`src/rtl/uart_tx_buffer.sv`:
```
// uart_tx_buffer
// ---------------------------------------------------------------------------
// Byte FIFO between the core's memory-mapped UART data-register store and the
// UART transmit controller. Bytes arrive on a one-cycle write strobe. They are
// held in order. The head byte is presented first-word-fall-through with a
// valid/ready handshake. Software can therefore queue up to DEPTH bytes
// without polling for each byte.
//
// Parameters
//   DEPTH        number of byte entries (power of two, >= 2)
//   AW           pointer width, $clog2(DEPTH) (derived)
//
// Ports
//   clk_i        clock, rising-edge active
//   reset_i      asynchronous active-low reset
//   wr_en_i      one-cycle write strobe
//   wr_data_i    byte to enqueue
//   tx_data_o    head byte (don't-care while empty)
//   tx_valid_o   head byte present
//   tx_ready_i   transmitter takes the head byte this cycle
//   full_o       count == DEPTH
//   empty_o      count == 0
//   count_o      number of stored bytes, 0..DEPTH
//   clear_ovf_i  clears the sticky overflow flag
//   overflow_o   sticky flag: a write was dropped because the FIFO was full
//
// Build option
//   UART_TX_BUF_OVF_EN  when defined, the sticky overflow flag is built and
//                       clear_ovf_i is honoured. When undefined, overflow_o
//                       is tied to 0. Writes to a full FIFO are dropped in
//                       both builds.
// ---------------------------------------------------------------------------
module uart_tx_buffer #(
  parameter  int DEPTH = 16,
  localparam int AW    = $clog2(DEPTH)
) (
  input  logic          clk_i,
  input  logic          reset_i,
  input  logic          wr_en_i,
  input  logic [7:0]    wr_data_i,
  output logic [7:0]    tx_data_o,
  output logic          tx_valid_o,
  input  logic          tx_ready_i,
  output logic          full_o,
  output logic          empty_o,
  output logic [AW:0]   count_o,
  input  logic          clear_ovf_i,
  output logic          overflow_o
);

  localparam logic [AW:0] DEPTH_C = (AW+1)'(DEPTH);

  logic [7:0]    mem [DEPTH];
  logic [AW-1:0] wp_reg;
  logic [AW-1:0] rp_reg;
  logic [AW:0]   count_reg;

  logic full;
  logic empty;
  logic pop;
  logic push;
  logic drop;

  // Status comes from the count register and not from a pointer compare.
  // At count == DEPTH the two pointers are equal, the same as at count == 0.
  assign full  = (count_reg == DEPTH_C);
  assign empty = (count_reg == '0);

  assign pop  = !empty && tx_ready_i;
  // A full FIFO still accepts a write when a pop frees a slot on the same edge.
  assign push = wr_en_i && (!full || pop);
  assign drop = wr_en_i && full && !pop;

  // Storage array. It has no reset, so the contents survive reset.
  always_ff @(posedge clk_i) begin
    if (push) begin
      mem[wp_reg] <= wr_data_i;
    end
  end

  always_ff @(posedge clk_i or negedge reset_i) begin
    if (!reset_i) begin
      wp_reg    <= '0;
      rp_reg    <= '0;
      count_reg <= '0;
    end else begin
      if (push) begin
        wp_reg <= wp_reg + 1'b1;
      end
      if (pop) begin
        rp_reg <= rp_reg + 1'b1;
      end
      if (push && !pop) begin
        count_reg <= count_reg + 1'b1;
      end else if (pop && !push) begin
        count_reg <= count_reg - 1'b1;
      end
    end
  end

  // Head byte falls through as soon as it is stored.
  // A write into an empty FIFO becomes visible only after the clock edge.
  assign tx_data_o  = mem[rp_reg];
  assign tx_valid_o = !empty;
  assign full_o     = full;
  assign empty_o    = empty;
  assign count_o    = count_reg;

`ifdef UART_TX_BUF_OVF_EN
  logic ovf_reg;

  // When a drop and a clear happen in the same cycle, the set wins.
  // The drop is then not lost.
  always_ff @(posedge clk_i or negedge reset_i) begin
    if (!reset_i) begin
      ovf_reg <= 1'b0;
    end else if (drop) begin
      ovf_reg <= 1'b1;
    end else if (clear_ovf_i) begin
      ovf_reg <= 1'b0;
    end
  end

  assign overflow_o = ovf_reg;
`else
  logic unused_ovf;
  assign unused_ovf = clear_ovf_i ^ drop;
  assign overflow_o = 1'b0;
`endif

endmodule

```
`config.mk`:
```
export PLATFORM = sky130hd
export DESIGN_NAME = uart_tx_buffer
export DESIGN_NICKNAME = d
export VERILOG_FILES = /design/src/rtl/uart_tx_buffer.sv
export SDC_FILE = /design/constraint.sdc
export NUM_CORES = 1
export LEC_CHECK = 0
export ABC_AREA = 1
export CAP_MARGIN = 20
export CORE_MARGIN = 2
export CORE_UTILIZATION = 50
export DETAILED_ROUTE_END_ITERATION = 10
export HOLD_SLACK_MARGIN = 0.03
export PLACE_DENSITY = 0.8
export REMOVE_ABC_BUFFERS = 1
export SLEW_MARGIN = 30
export SYNTH_ARGS = -nofsm -noshare
export SYNTH_HDL_FRONTEND = slang
export SYNTH_SLANG_ARGS = --single-unit
export TNS_END_PERCENT = 50
```
`constraint.sdc`:
```
create_clock -name clk_i -period 3.5 [get_ports clk_i]
set_input_delay 0.525 -clock clk_i [delete_from_list [all_inputs] [get_ports clk_i]]
set_output_delay 0.525 -clock clk_i [all_outputs]
set_load 0.02 [all_outputs]
```
* Yosys cells after proc, flatten, opt, wreduce, memory -nomap -nowiden
Memories as Yosys holds them, arrays and structs flattened.
Cells that the tools add are included.
** Operators by class
- Add/sub/neg operators :: 4
- Equality and inequality tests :: 1
- Reduce and logical (&&, ||, !) cells :: 11
- Multiplexer cells :: 4
** Operators with widths (count)
- $mux 5 :: 2
- $add 4x1->4 const B :: 2
- $add 5x1->5 const B :: 1
- $eq 5x5->1 const B :: 1
- $logic_not 5->1 :: 1
- $sub 5x1->5 const B :: 1
- $logic_and 1x1->1 :: 4
- $logic_not 1->1 :: 4
- $mux 1 :: 2
- $reduce_bool 2->1 :: 1
- $logic_or 1x1->1 :: 1
** Storage, ports and cells
- Memories :: 1
- Output and inout port bits :: 17
- Word-level logic and storage cells :: 24
- RAM bits :: 128
- Bits in registers :: 13
- Input port bits :: 13
** Memory list
- mem :: words 16, bits a word 8, rd ports 1, clocked after Yosys merged registers in 0, wr ports 1, RTL line 53 : logic [7:0] mem [DEPTH];

* Depth between registers and ports, before layout
Gate-level depths: netlist of run 1.
- Word-level depth :: 9
- Mapped depth :: 15
- Gate-level depth less buffers :: 14

* Worst setup path after synthesis of run 1
Ideal clock, no wire load.
- Kind :: register -> register
- Start point :: register count_reg[0] (netlist: count_o[0])
- End point :: register count_reg[4] (netlist: count_o[4])
- Path buffers :: 0
- Library setup time :: 0.117 ns
- Arrival :: 2.164 ns
- Setup slack :: 1.220 ns
- Required time :: 3.383 ns
- Stages on the path, launching flop included :: 13
- Clock period less this slack :: 2.280 ns
- Cells stage by stage :: dfrtp_1 > nor2_2 > nand3_1 > nand2_2 > ha_1 > inv_1 > fa_1 > nand2_1 > nand3_1 > nand3_1 > nand2_1 > nand2_1 > nand2_1
** On the way
- Word-level cells in the longest chain between the ends :: 8
- Elaborated cells between the ends (all ways) :: 16
- Those cells by class :: 2 x add/sub; 1 x eq/ne; 2 x mux; 11 x reduce/logical
** Ends and longest elaborated chain
- start, declared :: RTL line 56 : logic [AW:0] count_reg;
- start signal, assigned :: RTL line 94 : count_reg <= count_reg + 1'b1;
- start signal, assigned :: RTL line 96 : count_reg <= count_reg - 1'b1;
- $logic_not 5->1 * :: RTL line 67 : assign empty = (count_reg == '0);
- $logic_not 1->1 *
- net tx_valid_o :: RTL line 42 : output logic tx_valid_o,
- $logic_and 1x1->1 * :: RTL line 69 : assign pop = !empty && tx_ready_i;
- $logic_or 1x1->1 :: RTL line 71 : assign push = wr_en_i && (!full || pop);
- $logic_and 1x1->1 :: RTL line 71
- $logic_not 1->1 :: RTL line 95 : end else if (pop && !push) begin
- $logic_and 1x1->1 :: RTL line 95
- $reduce_bool 2->1 (no line)
The timed path passes the listed nets; every way through them passes the cells marked *. The select of a mux whose other input is x is not followed.
A chain may end at the register's enable or synchronous reset.

* Worst setup path after layout of run 1
- Start point :: register rp_reg[0]
- End point :: output tx_data_o[4]
** On the way
- Word-level cells in the longest chain between the ends :: 1
** Ends and longest elaborated chain
- start, declared :: RTL line 55 : logic [AW-1:0] rp_reg;
- start signal, assigned :: RTL line 91 : rp_reg <= rp_reg + 1'b1;
- $mem_v2 16x8
- end, declared :: RTL line 41 : output logic [7:0] tx_data_o,
Every way passes these cells.

==> results of run 1 <==
## report_power, final
part           internal (mW)  switching [mW]  total [mW]
Combinational          0.787            1.40        2.19
Clock                   1.19           0.673        1.86
Sequential              2.02           0.219        2.24
Total                   4.00            2.29        6.29
## routing by layer
layer	part of all wire [%]	routed length [um]
met2	50	6786
met4	1.7	232
met3	5.7	776
met1	42	5752
met5	0	0
## placed cells by master (no fill, tap or decap), types with 3 or more instances in the layout
| cell type | count |
|---|---|
| nand2_1 | 238 |
| edfxtp_1 | 128 |
| inv_1 | 64 |
| nand3_1 | 51 |
| nor2_1 | 49 |
| clkdlybuf4s50_1 | 27 |
| buf_4 | 22 |
| clkbuf_16 | 17 |
| nor3_1 | 16 |
| dfrtp_1 | 12 |
| nand3_2 | 10 |
| ha_1 | 9 |
| bufinv_16 | 5 |
| nand2_2 | 4 |
| inv_2 | 4 |
| nor2_2 | 4 |
| clkinvlp_4 | 3 |
## per-stage QoR
stage | cells | hold WS, ns | total power [mW] | setup WS, ns | cell area, um^2
2_1_floorplan | 607 | 0.2294 | 3.646 | 0.4874 | 6266
3_3_place_gp | 828 | 0.5344 | 4.360 | 0.7599 | 6918
3_5_place_dp | 828 | 0.5616 | 4.443 | 0.7132 | 6918
4_1_cts | 860 | 0.5000 | 6.312 | 0.2481 | 7538
5_1_grt | 860 | 0.5200 | 6.670 | 0.07479 | 7538
6_report | 860 | 0.4893 | 6.292 | 0.2578 | 7538
## kinds of logic after synthesis
| group | Yosys count | synth area share [%] |
|---|---|---|
| buffers and inverters | 96 | 7.665 |
| and+or+nand+nor | 376 | 24.87 |
| AOI/OAI and AO/OA | 4 | 0.3096 |
| DFF | 141 | 64.50 |
| xor gates and xnor gates | 4 | 0.5421 |
| other | 1 | 0.05802 |
| adders and majority gates | 10 | 2.052 |
## worst max path at each step
stage,from,end,depth (start not counted)
after floorplan,rp_reg[0],tx_data_o[6],6
after global placement,rp_reg[0],tx_data_o[6],8
after detailed placement,rp_reg[0],tx_data_o[6],8
after CTS,rp_reg[0],tx_data_o[4],8
after global routing,rp_reg[0],tx_data_o[4],8
final,rp_reg[0],tx_data_o[4],8
## area by class of cell
class	instances	area (um^2)	area share [%]
Clock buffer	17	425.4	5.643
Sequential cell	141	4170	55.32
Clock inverter	15	195.2	2.589
Tap cell	172	215.2	2.855
Multi-Input combinational cell	395	1799	23.87
Timing Repair Buffer	49	435.4	5.776
Inverter	71	297.8	3.950
## worst register-to-register path: cells and delay by family (launching register included)
| kind | cells | cell delay, ns |
|---|---|---|
| AND/OR/NAND/NOR | 9 | 1.04 |
| adder cells (fa/ha/maj) | 2 | 0.59 |
| flip-flops | 1 | 0.46 |
| buffers and inverters | 1 | 0.12 |
==> metrics, run 1 <==
ANT cells 0; WP data required 2.97 ns; Max Root-Sink Buffers 2; CORE AREA 12620 um^2; Die W between 100 and 150 um; I/O Buffers 27; Power Dens Cells 834.6 nW/um^2; Critical Path End Type output port; Clock transition at path regs 0.06 ns; Synth Register Bits between 100 and 150; num ports 30; Slowest cell on crit path dfrtp_2; max-cap viol count 0; critical path's most frequent cell nand2_1; final core utilization 59.74%; Synth area leader edfxtp_1; Worst Path Buf+Inv 2; post-synth top area share between 50% and 60%; fmax between 0.3 and 0.4 GHz; synthesized area per cell 10.23 um^2; die span in y 117.7 um; Filler cells 995; critical path data arrival time about 2.7 ns; vias per inst approximately 5.1; Crit Path Max Fanout 39; Slew Limit Headroom between 40% and 50%; RSZ-0062 raised after global routing no; Via Count roughly 4.4k; clock buffer count from CTS 17; post-CTS setup buffer count 0; max reg flops roughly 130; number of hold buffers added after CTS 0; Routed Antenna Nets 0; Max VDD drop around 0.00043 V; Cell Chain, Critical Path buf_4 -> nand2_1 -> nand2_1 -> nand2_1 -> nand3_1 -> nand2_1 -> nand2_1 -> clkdlybuf4s50_1; via count of the first global-routing pass approximately 4.4k; async set or reset register ratio after synthesis 9.220%; Yosys warnings 0; Root Driver clkbuf_16; grt ovf 0; max-slew violation count 0; DRT iter0 DRCs about 470; met3 Usage GRT approximately 4.3%; Pre-antenna DRT Iters 5; row count a little over 40; Synth Flop Type edfxtp_1; detailed-route wire length per cell around 16 um; H-tree depth 4; Initial Util between 50% and 60%; crit path time final approximately 3.2 ns; top cells by count, synth 238 x nand2_1, 128 x edfxtp_1, 64 x inv_1; R2R depth 12; Register-to-Register Setup Slack about 1.2 ns; nets@finish 698; Final Hold Viols 0; count of cell types in the netlist 29; Startpoint Class flip-flop; Setup TNS Final 0 ns; Reg with most FFs mem; WL final around 14 mm; post-synthesis cell area roughly 6500 um^2; status finished clean; first-pass GRT wire length 22.22 mm; Final Cycle Share 92.64%; CP top delay family buffers and inverters; count leader, synth nand2_1; reg2reg end count_o[4]; worst min-delay path category input pin to async pin; GRT Max-Usage Layer met2; Total GRT Usage around a fifth; Layout area overhead 16.63%; DPL Wire Length slightly below 9 mm; Crit Reg-Reg Startpoint count_o[0]; CP peak stage delay between 0.6 and 0.7 ns; Seq/Total Area, Yosys between 60 and 70%; Setup CP Type flip-flop to output port; post-CTS sizing 0; met2 Resource Use GR between 30% and 40%; skew final 0.005256 ns; RD Place Congestion between 0.8 and 0.9; met1 GRT Util 26.43%; leak pwr about 3.2 nW; Setup-failing EPs final 0; Clk Latency, worst-skew pair about 0.42 ns; largest net degree at the start of global routing roughly 50; Post-synth EDFFs 128; antenna violations before repair 0; DRC viols 0; share of layout cells above drive strength 1 a little under an eighth; CTS sink cnt roughly 140; die area between 10000 and 15000 um^2; TritonCTS clock tree built; synthesized instance count ~630; most area-consuming cells after synthesis edfxtp_1 59%, nand2_1 14%, dfrtp_1 5.0%, nand3_1 3.9%, inv_1 3.7%; worst slew pin tran 0.8345 ns
No activity file was read; power rests on OpenSTA's default activity.
==> run 2: changes to the inputs <==
--- a/config.mk
+++ b/config.mk
@@ -8,10 +8,10 @@
 export ABC_AREA = 1
 export CAP_MARGIN = 20
 export CORE_MARGIN = 2
-export CORE_UTILIZATION = 50
+export CORE_UTILIZATION = 29
 export DETAILED_ROUTE_END_ITERATION = 10
 export HOLD_SLACK_MARGIN = 0.03
-export PLACE_DENSITY = 0.8
+export PLACE_DENSITY = 0.56
 export REMOVE_ABC_BUFFERS = 1
 export SLEW_MARGIN = 30
 export SYNTH_ARGS = -nofsm -noshare
==> run 2 against run 1 <==
Via count down 2.7%. Die area up 70%. Clock-buffer cell count up 1. Non-clock buffer count up 7. Utilization down 24 points. Sequential cell count unchanged. Clock power up 5%. Global-route usage down 8.0 points. Critical path depth down 2. Sequential share of layout area down 1.6 points. Combinational power up 6%. Critical endpoint is now tx_data_o[2]. Largest cell class unchanged.
==> metrics, run 2 (synthesized netlist as in run 1, its figures left out) <==
final core utilization 35.58% (was 59.74%); nets@finish 705 (was 698); post-CTS setup buffer count 0 (unchanged); Register-to-Register Setup Slack 1.09 ns (was 1.19 ns); Routed Antenna Nets 0 (unchanged); grt ovf 0 (unchanged); Setup TNS Final 0 ns (unchanged); Crit Path Max Fanout 17 (was 39); crit path time final 2.921 ns (was 3.242 ns); vias per inst 4.403 (was 5.133); DPL Wire Length 9.031 mm (was 8.667 mm); Clk Latency, worst-skew pair 0.43 ns (was 0.42 ns); die span in y 153.3 um (was 117.7 um); Setup crit start rp_reg[1] (was rp_reg[0]); num ports 30 (unchanged); RD Place Congestion 0.8195 (was 0.8271); Initial Util 29.62% (was 51.22%); DP Worst Slack 0.6378 ns (was 0.7132 ns); reg2reg end count_o[4] (unchanged); routed wl met2 6.436 mm (was 6.786 mm); max-slew violation count 0 (unchanged); Critical Path End Type output port (unchanged); Tot Pwr 6.465 mW (was 6.292 mW); status finished clean (unchanged); worst min-delay path category input pin to async pin (unchanged); worst hold margin 0.4979 ns (was 0.4893 ns); Setup WS post-layout 0.5790 ns (was 0.2578 ns); antenna violations before repair 0 (unchanged); placed cells 943 (was 828); share of layout cells above drive strength 1 12.52% (was 11.63%); max reg flops 128 (unchanged); most frequent cells in the layout 238 x nand2_1, 128 x edfxtp_1, 64 x inv_1 (unchanged); leak pwr 3.234 nW (was 3.185 nW); worst slew pin tran 0.6992 ns (was 0.8345 ns); Reg with most FFs mem (unchanged); WP data required 2.97 ns (about the same); Total GRT Usage 12.67% (was 20.66%); max-cap viol count 0 (unchanged); Root Driver clkbuf_16 (unchanged); most common cell after layout, fill and taps aside nand2_1 (unchanged); ANT cells 0 (unchanged); post-route insts no fill 975 (was 860); Die W 153.3 um (was 117.7 um); row count 54 (was 41); I/O Buffers 27 (unchanged); clock buffer count from CTS 17 (unchanged); Power Dens Cells 832.8 nW/um^2 (was 834.6 nW/um^2); H-tree depth 4 (unchanged); WL final 14.14 mm (was 13.55 mm); number of hold buffers added after CTS 0 (unchanged); Final Cycle Share 83.46% (was 92.64%); final instance area 7764 um^2 (was 7538 um^2); wire length on met1 6.748 mm (was 5.752 mm); placed inst area 7118 um^2 (was 6918 um^2); skew final 0.01204 ns (was 0.005256 ns); DRT iter0 DRCs 232 (was 471); largest net degree at the start of global routing 35 (was 51); Layout area overhead 20.11% (was 16.63%); fmax 0.3423 GHz (was 0.3084 GHz); Via Count 4293 (was 4414); worst setup path end tx_data_o[2] (was tx_data_o[4]); first-pass GRT wire length 22.65 mm (was 22.22 mm); CORE AREA 21820 um^2 (was 12620 um^2); Clock transition at path regs 0.06 ns (about the same); Max Used Layer met4 (unchanged); Final Hold Viols 0 (unchanged); Max Root-Sink Buffers 2 (unchanged); post-CTS sizing 0 (unchanged); Max VDD drop 0.0003979 V (was 0.0004263 V); DRC viols 0 (unchanged); die area 23500 um^2 (was 13850 um^2); Setup-failing EPs final 0 (unchanged); critical path data arrival time 2.40 ns (was 2.72 ns); RSZ-0062 raised after global routing no (unchanged); detailed-route wire length per cell 14.51 um (was 15.75 um); Slew Limit Headroom 53.24% (was 44.37%); Startpoint Class flip-flop (unchanged); WL met3 608 um (was 776 um); R2R depth 13 (was 12); Crit Reg-Reg Startpoint count_o[0] (unchanged); via count of the first global-routing pass 4047 (was 4414); CTS sink cnt 141 (unchanged); Setup CP Type flip-flop to output port (unchanged); TritonCTS clock tree built (unchanged); Pre-antenna DRT Iters 5 (unchanged)
## run 2: report_power, final
part | switching [mW] | internal (mW)
sequential | 0.159 | 2.03
clock | 0.693 | 1.27
combinational | 1.49 | 0.834
## run 2: metal layers
layer | vias up | global-route usage [%]
met5 | - | 0
met4 | 0 | 5.644
met3 | 28 | 3.119
met2 | 86 | 19.28
met1 | 2027 | 17.15
li1 | 2152 | -
## run 2: worst max-delay path, cell delays in order, from the launching register on
cell             delay, ns
dfrtp_1               0.54
inv_2                 0.40
nand3_1               0.14
nand3_1               0.10
nand2_1               0.09
nand2_1               0.10
clkdlybuf4s50_1       0.60
## run 2: worst min path at each step
stage,endpoint,slack (ns),depth (start not counted)
3_3_place_gp,wp_reg[3],0.54,2
5_1_grt,count_o[0],0.53,1
2_1_floorplan,count_o[0],0.23,0
3_5_place_dp,wp_reg[3],0.54,2
4_1_cts,count_o[2],0.51,1
6_report,count_o[2],0.50,1
## run 2: area by class of cell
| class | count | area, um^2 |
|---|---|---|
| Timing Repair Buffer | 56 | 500.5 |
| Clock buffer | 18 | 429.2 |
| Fill cell | 2128 | 14060 |
| Clock inverter | 14 | 216.5 |
| Multi-Input combinational cell | 395 | 1799 |
| Sequential cell | 141 | 4170 |
| Tap cell | 280 | 350.3 |
| Inverter | 71 | 297.8 |
==> run 3: changes to the inputs <==
==> constraint.sdc (replaced) <==
create_clock -name clk_i -period 2.98 [get_ports clk_i]
set_input_delay 0.447 -clock clk_i [delete_from_list [all_inputs] [get_ports clk_i]]
set_output_delay 0.447 -clock clk_i [all_outputs]
set_load 0.02 [all_outputs]
==> run 3 against run 2 <==
Sequential cell count unchanged. Utilization down 0.19 points. Global-route usage about the same. Wire length is essentially flat. Setup slack lost 0.41 ns. Final area down 0.53%. Critical endpoint is now tx_data_o[7]. Die area unchanged. Combinational power grew 20%. Highest routed layer unchanged. First-iteration DRC count rose by 13%. Clock-buffer cell count stayed put.
==> metrics, run 3 (synthesized netlist as in run 1, its figures left out) <==
status finished clean (unchanged); Routed Antenna Nets 0 (unchanged); number of hold buffers added after CTS 0 (unchanged); CTS sink cnt 141 (unchanged); DPL Wire Length 8.746 mm (was 9.031 mm); Root Driver clkbuf_16 (unchanged); crit path time final between 2 and 3 ns; Pre-antenna DRT Iters 5 (unchanged); Clk Latency, worst-skew pair 0.42 ns (was 0.43 ns); TritonCTS clock tree built (unchanged); Clock transition at path regs 0.06 ns (about the same); first-pass GRT wire length 22.55 mm (was 22.65 mm); post-CTS sizing 0 (unchanged); grt ovf 0 (unchanged); vias per inst 4.344 (was 4.403); Setup CP Type flip-flop to output port (unchanged); largest net degree at the start of global routing 83 (was 35); RD Place Congestion 0.8109 (was 0.8195); nets@finish 702 (was 705); worst min-delay path category input pin to async pin (unchanged); Crit Path Max Fanout 19 (was 17); Max Root-Sink Buffers 2 (unchanged); leak pwr 3.207 nW (was 3.234 nW); Die W 153.3 um (unchanged); WL final 14.15 mm (was 14.14 mm); Reg with most FFs mem (unchanged); most frequent cells in the layout 238 x nand2_1, 128 x edfxtp_1, 64 x inv_1 (unchanged); Power Dens Cells 970.1 nW/um^2 (was 832.8 nW/um^2); post-CTS setup buffer count 0 (unchanged); critical path data arrival time 2.37 ns (was 2.40 ns); Final Hold Viols 0 (unchanged); worst slew pin tran 0.6402 ns (was 0.6992 ns); Max VDD drop 0.0004336 V (was 0.0003979 V); Setup crit start rp_reg[0] (was rp_reg[1]); share of layout cells above drive strength 1 11.72% (was 12.52%); max-cap viol count 0 (unchanged); Filler cells 2155 (was 2128); Setup-failing EPs final 0 (unchanged); max reg flops 128 (unchanged); detailed-route wire length per cell 14.57 um (was 14.51 um); H-tree depth 4 (unchanged); Setup TNS Final 0 ns (unchanged); Slew Limit Headroom 57.19% (was 53.24%); Critical Path End Type output port (unchanged); Via Count 4218 (was 4293); RSZ-0062 raised after global routing no (unchanged); DRC viols 0 (unchanged); skew final 0.009841 ns (was 0.01204 ns); Crit Reg-Reg Startpoint count_o[0] (unchanged); Initial Util 29.62% (unchanged); die area 23500 um^2 (unchanged); fmax 0.3555 GHz; Layout area overhead 19.47% (was 20.11%); WP data required 2.53 ns (was 2.97 ns); ANT cells 0 (unchanged); die span in y 153.3 um (unchanged); I/O Buffers 27 (unchanged); num ports 30 (unchanged); Total GRT Usage 12.66% (was 12.67%); CORE AREA 21820 um^2 (unchanged); post-route insts no fill 971 (was 975); clock buffer count from CTS 17 (unchanged); row count 54 (unchanged); via count of the first global-routing pass 4084 (was 4047); most common cell after layout, fill and taps aside nand2_1 (unchanged); DRT iter0 DRCs 262 (was 232); placed cells 940 (was 943); worst hold margin 0.4125 ns (was 0.4979 ns); max-slew violation count 0 (unchanged); Final Cycle Share between 90% and 100%; antenna violations before repair 0 (unchanged); Startpoint Class flip-flop (unchanged)
## run 3: path summary, 6_finish.rpt
kind,endpoint,slack [ns],cells after the start
min in group clk_i,wp_reg[3],0.56,2
max in group asynchronous,rp_reg[0],2.12,1
hold reg to reg,wp_reg[3],0.56,2
setup / recovery,tx_data_o[7],0.17,9
hold / removal,count_o[2],0.41,1
setup reg to reg,count_o[4],0.73,12
## run 3: layout make-up
cell class / instances / area [um^2] / area share, %
flip-flops and latches: 141 / 4170 / 54.00
clock buffers: 18 / 429.2 / 5.557
repair buffers: 53 / 503.0 / 6.513
inverters: 71 / 297.8 / 3.856
multi-input cells: 395 / 1799 / 23.30
clock inverters: 13 / 172.7 / 2.236
well taps: 280 / 350.3 / 4.537
## run 3: metrics by stage
stage	total power, mW	util, %	cell area, um^2	setup slack (ns)
floorplan	4.283	-	6266	0.04545
global placement	5.372	32.63	7121	0.4560
detailed placement	5.401	32.63	7121	0.4610
CTS	7.577	35.39	7722	0.1317
global route	7.982	35.39	7722	0.03321
finish	7.492	35.39	7722	0.1673
## run 3: where the power goes
part,total [mW],switching (mW),internal [mW]
combinational,2.79,1.78,1.01
clock,2.16,0.778,1.38
sequential,2.54,0.161,2.38
total,7.49,2.72,4.78
## run 3: layer usage
layer / track usage, % / vias to the layer above / wire length, um
met3: 2.864 / 16 / 603
met1: 16.86 / 1992 / 6655
li1: - / 2141 / -
met2: 20.28 / 69 / 6687
met4: 4.586 / 0 / 199
met5: 0 / - / 0
## run 3: critical path, cell delays in order, from the launching register on
cell and delay (ns):
dfrtp_2 0.43, inv_4 0.21, buf_12 0.20, nand2_1 0.07, nand3_2 0.07, nand2_1 0.05, nor2_1 0.12, nand2_1 0.10
nand2_1 0.08, clkdlybuf4s50_1 0.60
